`src/rtl/sound_dac.sv`:
```
// Sigma-delta audio output stage with pop-free start-up and mute ramps around mid-scale.
// Level slews 1 LSB per ramp step outside PLAY; in PLAY it tracks the captured sample each tick.
module sound_dac #(
    parameter int CLK_DIV    = 4,
    parameter int RAMP_SHIFT = 6
) (
    input  logic       clk,
    input  logic       reset,
    input  logic [7:0] sample,
    input  logic       sample_valid,
    input  logic       mute,
    output logic       audio_out,
    output logic       ready,
    output logic [7:0] level
);

    localparam int         DIVW = $clog2(CLK_DIV);
    localparam logic [7:0] MID  = 8'h80;

    typedef enum logic [2:0] {
        ST_START,
        ST_MUTE,
        ST_RAMP_UP,
        ST_PLAY,
        ST_RAMP_DOWN
    } state_t;

    state_t                r_state;
    state_t                w_state_nxt;
    logic [7:0]            r_hold;
    logic [7:0]            r_acc;
    logic [7:0]            r_level;
    logic [7:0]            w_level_nxt;
    logic [DIVW-1:0]       r_div;
    logic [RAMP_SHIFT-1:0] r_ramp;
    logic                  r_audio;
    logic                  r_ready;
    logic                  w_tick;
    logic                  w_step;
    logic [8:0]            w_sum;
    logic [7:0]            w_toward_hold;
    logic [7:0]            w_toward_mid;

    assign w_tick = (r_div == DIVW'(CLK_DIV - 1));
    assign w_step = w_tick && (&r_ramp);
    assign w_sum  = {1'b0, r_acc} + {1'b0, r_level};

    // Single-LSB slews; the hold target is live so a mid-ramp capture retargets the next step.
    assign w_toward_hold = (r_hold > r_level) ? r_level + 8'd1 :
                           (r_hold < r_level) ? r_level - 8'd1 : r_level;
    assign w_toward_mid  = (MID > r_level) ? r_level + 8'd1 :
                           (MID < r_level) ? r_level - 8'd1 : r_level;

    always_ff @(posedge clk or negedge reset) begin
        if (!reset) begin
            r_state <= ST_START;
        end else begin
            r_state <= w_state_nxt;
        end
    end

    always_comb begin
        w_state_nxt = r_state;
        if (w_step) begin
            case (r_state)
                ST_START:     if (r_level + 8'd1 == MID) w_state_nxt = mute ? ST_MUTE : ST_RAMP_UP;
                ST_MUTE:      if (!mute) w_state_nxt = ST_RAMP_UP;
                ST_RAMP_UP: begin
                    if (mute)                         w_state_nxt = ST_RAMP_DOWN;
                    else if (w_toward_hold == r_hold) w_state_nxt = ST_PLAY;
                end
                ST_PLAY:      if (mute) w_state_nxt = ST_RAMP_DOWN;
                ST_RAMP_DOWN: begin
                    if (!mute)                    w_state_nxt = ST_RAMP_UP;
                    else if (w_toward_mid == MID) w_state_nxt = ST_MUTE;
                end
                default:      w_state_nxt = ST_START;
            endcase
        end
    end

    // A mute/unmute reversal on a step changes direction without moving the level.
    always_comb begin
        w_level_nxt = r_level;
        if (w_tick) begin
            case (r_state)
                ST_START:     if (w_step) w_level_nxt = r_level + 8'd1;
                ST_RAMP_UP:   if (w_step && !mute) w_level_nxt = w_toward_hold;
                ST_PLAY:      w_level_nxt = r_hold;
                ST_RAMP_DOWN: if (w_step && mute) w_level_nxt = w_toward_mid;
                default:      w_level_nxt = r_level;
            endcase
        end
    end

    always_ff @(posedge clk or negedge reset) begin
        if (!reset) begin
            r_hold  <= MID;
            r_acc   <= 8'h00;
            r_div   <= '0;
            r_ramp  <= '0;
            r_level <= 8'h00;
            r_audio <= 1'b0;
            r_ready <= 1'b0;
        end else begin
            if (sample_valid) begin
                r_hold <= sample;
            end
            r_div   <= w_tick ? '0 : r_div + 1'b1;
            r_ready <= (w_state_nxt == ST_MUTE) || (w_state_nxt == ST_PLAY);
            if (w_tick) begin
                r_ramp  <= r_ramp + 1'b1;
                r_acc   <= w_sum[7:0];
                r_audio <= w_sum[8];
                r_level <= w_level_nxt;
            end
        end
    end

    assign audio_out = r_audio;
    assign ready     = r_ready;
    assign level     = r_level;

endmodule

```
`config.mk`:
```
export PLATFORM = sky130hd
export DESIGN_NAME = sound_dac
export DESIGN_NICKNAME = d
export VERILOG_FILES = /design/src/rtl/sound_dac.sv
export SDC_FILE = /design/constraint.sdc
export NUM_CORES = 1
export LEC_CHECK = 0
export BUFFER_PORTS_ARGS = -buffer_cell sky130_fd_sc_hd__buf_2
export CAP_MARGIN = 20
export CORE_AREA = 4 4 91 93
export DETAILED_ROUTE_END_ITERATION = 10
export DIE_AREA = 0 0 95 97
export PLACE_DENSITY = 0.68
export SYNTH_ARGS = -nofsm -noshare
export SYNTH_HDL_FRONTEND = slang
export SYNTH_SLANG_ARGS = --single-unit
```
`constraint.sdc`:
```
create_clock -name clk -period 4.05 [get_ports clk]
set_clock_uncertainty 0.15 [all_clocks]
set_input_delay 0.81 -clock clk [delete_from_list [all_inputs] [get_ports clk]]
set_output_delay 0.81 -clock clk [all_outputs]
set_load 0.01 [all_outputs]
```
==> results of run 1 <==
## critical path, cell delays in order, from the launching register on
cell	delay, ns
dfrtp_1	0.54
inv_1	0.32
ha_1	0.31
or3b_1	0.52
nor3_4	0.28
o211ai_2	0.13
a2111oi_2	0.45
nand3_1	0.20
o311a_1	0.39
o31ai_1	0.08
nor2b_1	0.16
## Yosys cell counts (all sizes together), types with 7 or more instances
cell / n / area share [%]
nand2: 40 / 4.4
dfrtp: 36 / 26
nor2: 32 / 3.5
o21ai: 31 / 4.5
a21oi: 29 / 4.2
xnor2: 23 / 5.9
ha: 21 / 7.6
inv: 20 / 2.2
clkbuf: 19 / 2.1
nand3: 19 / 2.8
mux2: 13 / 4.3
o211ai: 11 / 2.5
a31oi: 9 / 1.6
buf: 8 / 1.3
nand4: 7 / 1.3
## metal layers
metal	vias up	GRT usage, %	routed length, um	part of all wire [%]
met4	0	8.44	494	4.6
met1	1593	34.2	4550	43
met5	-	0	0	0
met2	192	36.8	4830	45
met3	42	3.34	805	7.5
li1	1572	-	-	-
## through the flow
step	worst slack, ns	instances	utilization (%)	total power, mW
global route	0.189	536	49.8	1.62
CTS	0.580	536	49.8	1.51
detailed placement	0.592	528	48.2	1.16
finish	0.439	536	49.8	1.51
global placement	0.726	528	48.2	1.15
floorplan	0.944	422	-	0.994
## registers in the layout (all words and copies together), names as in the netlist
register / count
level: 8
r_acc: 8
r_hold: 8
r_ramp: 6
r_state: 3
r_div: 2
audio_out: 1
ready: 1
## path summary, 6_finish.rpt
check,depth (start not counted),end,startpoint,slack [ns]
max in group asynchronous,1,r_hold[2],reset,2.73
worst min register to register,1,r_div[0],r_div[0],0.28
min in group asynchronous,1,level[6],reset,0.46
worst max-delay path,10,ready,level[1],0.44
worst max register to register,10,ready,level[1],0.44
worst min-delay path,1,r_div[0],r_div[0],0.28
## placed cells by master (no fill, tap or decap), types with 13 or more instances in the layout
master and instances:
nor2_1 32, xnor2_1 23, a21oi_1 29, mux2_2 13
buf_2 21, o21ai_0 27, inv_1 17, dfrtp_1 36
nand2_1 40, ha_1 21, nand3_1 19
## area by class of cell
cell class	count	area [um2]
clock buffer	5	68.8
clock inverter	3	46.3
fill	779	3780
inverter	20	75.1
multi-input combinational	338	2320
sequential	37	927
tap	102	128
timing repair buffer	31	180
## cell families after synthesis
logic type | after synthesis
AOI/OAI and AO/OA | 134
and+or+nand+nor | 134
DFF | 37
adders and majority gates | 22
buffers and inverters | 47
muxes | 18
xor gates and xnor gates | 30
## power groups by stage
stage	clock network (mW)	logic [mW]	registers, mW
floorplan	0	0.510	0.484
global placement	0	0.662	0.486
detailed placement	0	0.672	0.488
CTS	0.347	0.678	0.482
global route	0.368	0.765	0.492
finish	0.343	0.684	0.482
==> impl_results.md, run 1 <==
* Placed cell areas at 3630 um2
* Port-buffer cells at 21
* Crit path max fanout at 13
* Most used flip-flop cell after synthesis: dfrtp_1
* Postcts setup bufs at 0
* WP data arrival at 3.69 ns
* Nets@finish at 467
* Total wire length at 10,700 um
* Maxcap violations at 0
* Clock Power Share at 22.7%
* Die area at 9220 um2
* Hold_buf cts at 0
* Min Clock Period, post-route at 3.61 ns
* Unique masters post-synth at 68
* Pleak at 1.56 nW
* Largest family of logic cells by synthesized area: compound AO/OA/AOI/OAI gates
* Setup crit end kind: flop
* Initial antenna violation count at 0
* TritonCTS Buffers at 5
* Post-synth EDFFs at 0
* Startpoint types: flop
* Post-Synthesis Cells at 422
* Vias at 3,399
* Power per cell area at 403 nW/um2
* Fin crit share at 89.2%
* Core Region at 7530 um2
* Share of cells above drive strength 1 at 14.3%
* Synthesis-stage register bit count at 37
* Post-cts resize count at 0
* Worst-Margin Slew at 1.05 ns
* Sw power at 592 uW
* Final Cell Area at 3740 um2
* Tot GR Track Use at 24.0%
* Clock transition at path regs at 0.09 ns
* Mean Syn Cell Area at 8.15 um2
* Max frequency at 277 MHz
* Largest net degree at the start of global routing at 38
* Detail Route Antenna Nets at 0
* Min-delay worst type: reg2reg
* XOR/XNOR share of the synthesized area at 8.04%
* Slew Viols, Final at 0
* Syn_nets at 456
* Switching share of power at 39.2%
* Status: completed
* RSZ-0062 raised after global routing: no
* Final hold violation count at 0
* Peak VDD IR at 0.179 mV
* Synth Area in Compound Gates at 26.2%
* Mux share of post-synthesis cell area at 5.71%
* Area Growth Syn to Fin at 8.92%
* # IOs at 22
* Mapped cell area at 3440 um2
* DRC at 0
* Row count at 32
* Setup TNS at 0 ns
* H-tree lvl count at 2
* Adder-Cell Fraction of Synth Area at 8.22%
* Die X at 95 um
* Reg power frac at 32.0%
* Initial DRC Count at 610
* Die H at 97 um
* Max_slew headroom at 30.0%
* Root Driver: clkbuf_8
* P_int at 917 uW
* Drt via density at 6.34
* Wire per inst at 19.9 um
* First-pass GRT wire length at 17,300 um
* Minimum hold slack at 0.279 ns
* Vias in the first global route at 3,200
* ANT cells at 0
* Critical Path RT at 4.13 ns
* Sequential fraction of the synthesis area at 27.0%
* Synth Area in Simple Gates at 19.3%
* CTS sink cnt at 37
* Async set or reset register ratio after synthesis at 100%
* Clk buf depth at 2
* Warnings from Yosys at 0
* Routability congestion estimate from global placement at 1.16
* Starting density of the core at 45.7%
* GR Overflow Total at 0
* Finish-stage setup viols at 0
* Clk_lat worst skew at 0.30 ns
* 1st-pass router iterations at 6
* Comb power frac at 45.3%
* Crit path kind: reg2reg
* DP Wirelength at 7860 um
* CTS tree: done
Power figures use the tool's default switching activity.
==> run 2: changes to the inputs <==
Settings changed: BUFFER_PORTS_ARGS -buffer_cell sky130_fd_sc_hd__buf_2 to default, DONT_BUFFER_PORTS from default to 1, PLACE_DENSITY 0.68 to 0.65.
==> impl_results.md, run 2 (same netlist as run 1, synthesis figures left out) <==
* Area Growth Syn to Fin at 5.90%
* Fin crit share at 87.2%
* Crit path kind: reg2reg
* DRC at 0
* TritonCTS Buffers at 5
* ANT cells at 0
* Routability congestion estimate from global placement at 0.980
* Core Region at 7530 um2
* Commonest non-fill, non-tap cell in the layout: nand2_1
* Tot GR Track Use at 24.0%
* FF-to-FF Start: level[6]
* RSZ-0062 raised after global routing: no
* # IOs at 22
* Setup crit end kind: flop
* Minimum hold slack at 0.0522 ns
* Detail Route Antenna Nets at 0
* Final hold violation count at 0
* CTS tree: done
* Crit-path max cell delay at 0.66 ns
* R2R cell count at 10
* Filler Cell Count at 775
* WP data arrival at 3.61 ns
* H-tree lvl count at 2
* Vias in the first global route at 3,188
* Maxcap violations at 0
* 1st-pass router iterations at 6
* Clock transition at path regs at 0.08 ns
* Finish-stage setup viols at 0
* CTS sink cnt at 37
* Largest net degree at the start of global routing at 38
* Root Driver: clkbuf_8
* Die H at 97 um
* Die area at 9220 um2
* Max_slew headroom at 42.1%
* Initial antenna violation count at 0
* Min-delay worst type: in2async
* Most frequent cells in the layout: nand2_1, dfrtp_1, nor2_1
* Critical path origin: level[6]
* Starting density of the core at 45.7%
* Clk buf depth at 2
* Postcts setup bufs at 0
* Die X at 95 um
* R2R Path End: ready
* Post-cts resize count at 0
* Initial DRC Count at 518
* GR Overflow Total at 0
* Worst-path cell chain: inv_2 -> ha_1 -> nand4_1 -> or2_0 -> a31oi_1 -> a21o_1 -> a221o_1 -> o21ai_0 -> o31ai_1 -> nor2b_1
* Setup TNS at 0 ns
* Clk_lat worst skew at 0.29 ns
* CP Depth at 10
* Row count at 32
* Pleak at 1.48 nW
* CP Capture Point: ready
* Reg-to-reg slack, setup at 0.52 ns
* Placed cell areas at 3540 um2
* Status: completed
* CP top delay family: compound AO/OA/AOI/OAI gates
* Final Core Density at 48.4%
* Crit path max fanout at 12
* Total wire length at 10,500 um
* Max frequency at 283 MHz
* Share of cells above drive strength 1 at 10.4%
* Drt via density at 6.42
* Critical path's slowest cell: dfrtp_1
* Peak VDD IR at 0.216 mV
* Power per cell area at 396 nW/um2
* Hold_buf cts at 0
* Critical Path RT at 4.13 ns
* Wire per inst at 20.2 um
* Startpoint types: flop
* Vias at 3,319
* Slew Viols, Final at 0
* CP Buf/Inv Count at 1
* Port-buffer cells at 0
* Nets@finish at 448
* Min Clock Period, post-route at 3.53 ns
* Final Cell Area at 3640 um2
* Worst-Margin Slew at 0.866 ns
* First-pass GRT wire length at 17,300 um
* DP Wirelength at 7900 um
==> run 2: metal layers <==
layer / up-vias / part of all wire (%) / global-route usage, %
met1: 1586 / 43 / 34.3
met3: 23 / 8.7 / 4.74
li1: 1536 / - / -
met2: 174 / 45 / 36.4
met5: - / 0 / 0
met4: 0 / 2.5 / 6.99
==> run 2: report_power, final <==
part,internal (mW),switching (mW),leakage (nW)
clock network,0.154,0.142,0.0542
registers,0.432,0.0507,0.431
logic,0.291,0.373,0.999
==> run 2: cell type report <==
type	instances	area [um2]	area share (%)
repair buffers	12	90.1	2.47
clock buffers	7	96.3	2.65
well taps	102	128	3.51
multi-input cells	338	2320	63.7
flip-flops and latches	37	927	25.5
inverters	20	75.1	2.06
clock inverters	1	5.00	0.137
==> run 2: metrics by stage <==
step	worst slack [ns]	cells	total power [mW]
3_3_place_gp	0.670	509	1.13
6_report	0.520	517	1.44
4_1_cts	0.609	517	1.45
3_5_place_dp	0.605	509	1.14
5_1_grt	0.263	517	1.55
2_1_floorplan	0.944	422	0.994
==> run 2: how the worst min path moves through the flow <==
stage | depth (start not counted) | slack [ns] | from | endpoint
final | 0 | 0.05 | reset | level[7]
after global routing | 0 | 0.03 | reset | level[4]
after CTS | 0 | 0.04 | reset | r_acc[6]
after detailed placement | 1 | 0.27 | r_div[0] | r_div[0]
after global placement | 1 | 0.26 | r_div[0] | r_div[0]
after floorplan | 1 | 0.25 | r_div[0] | r_div[0]
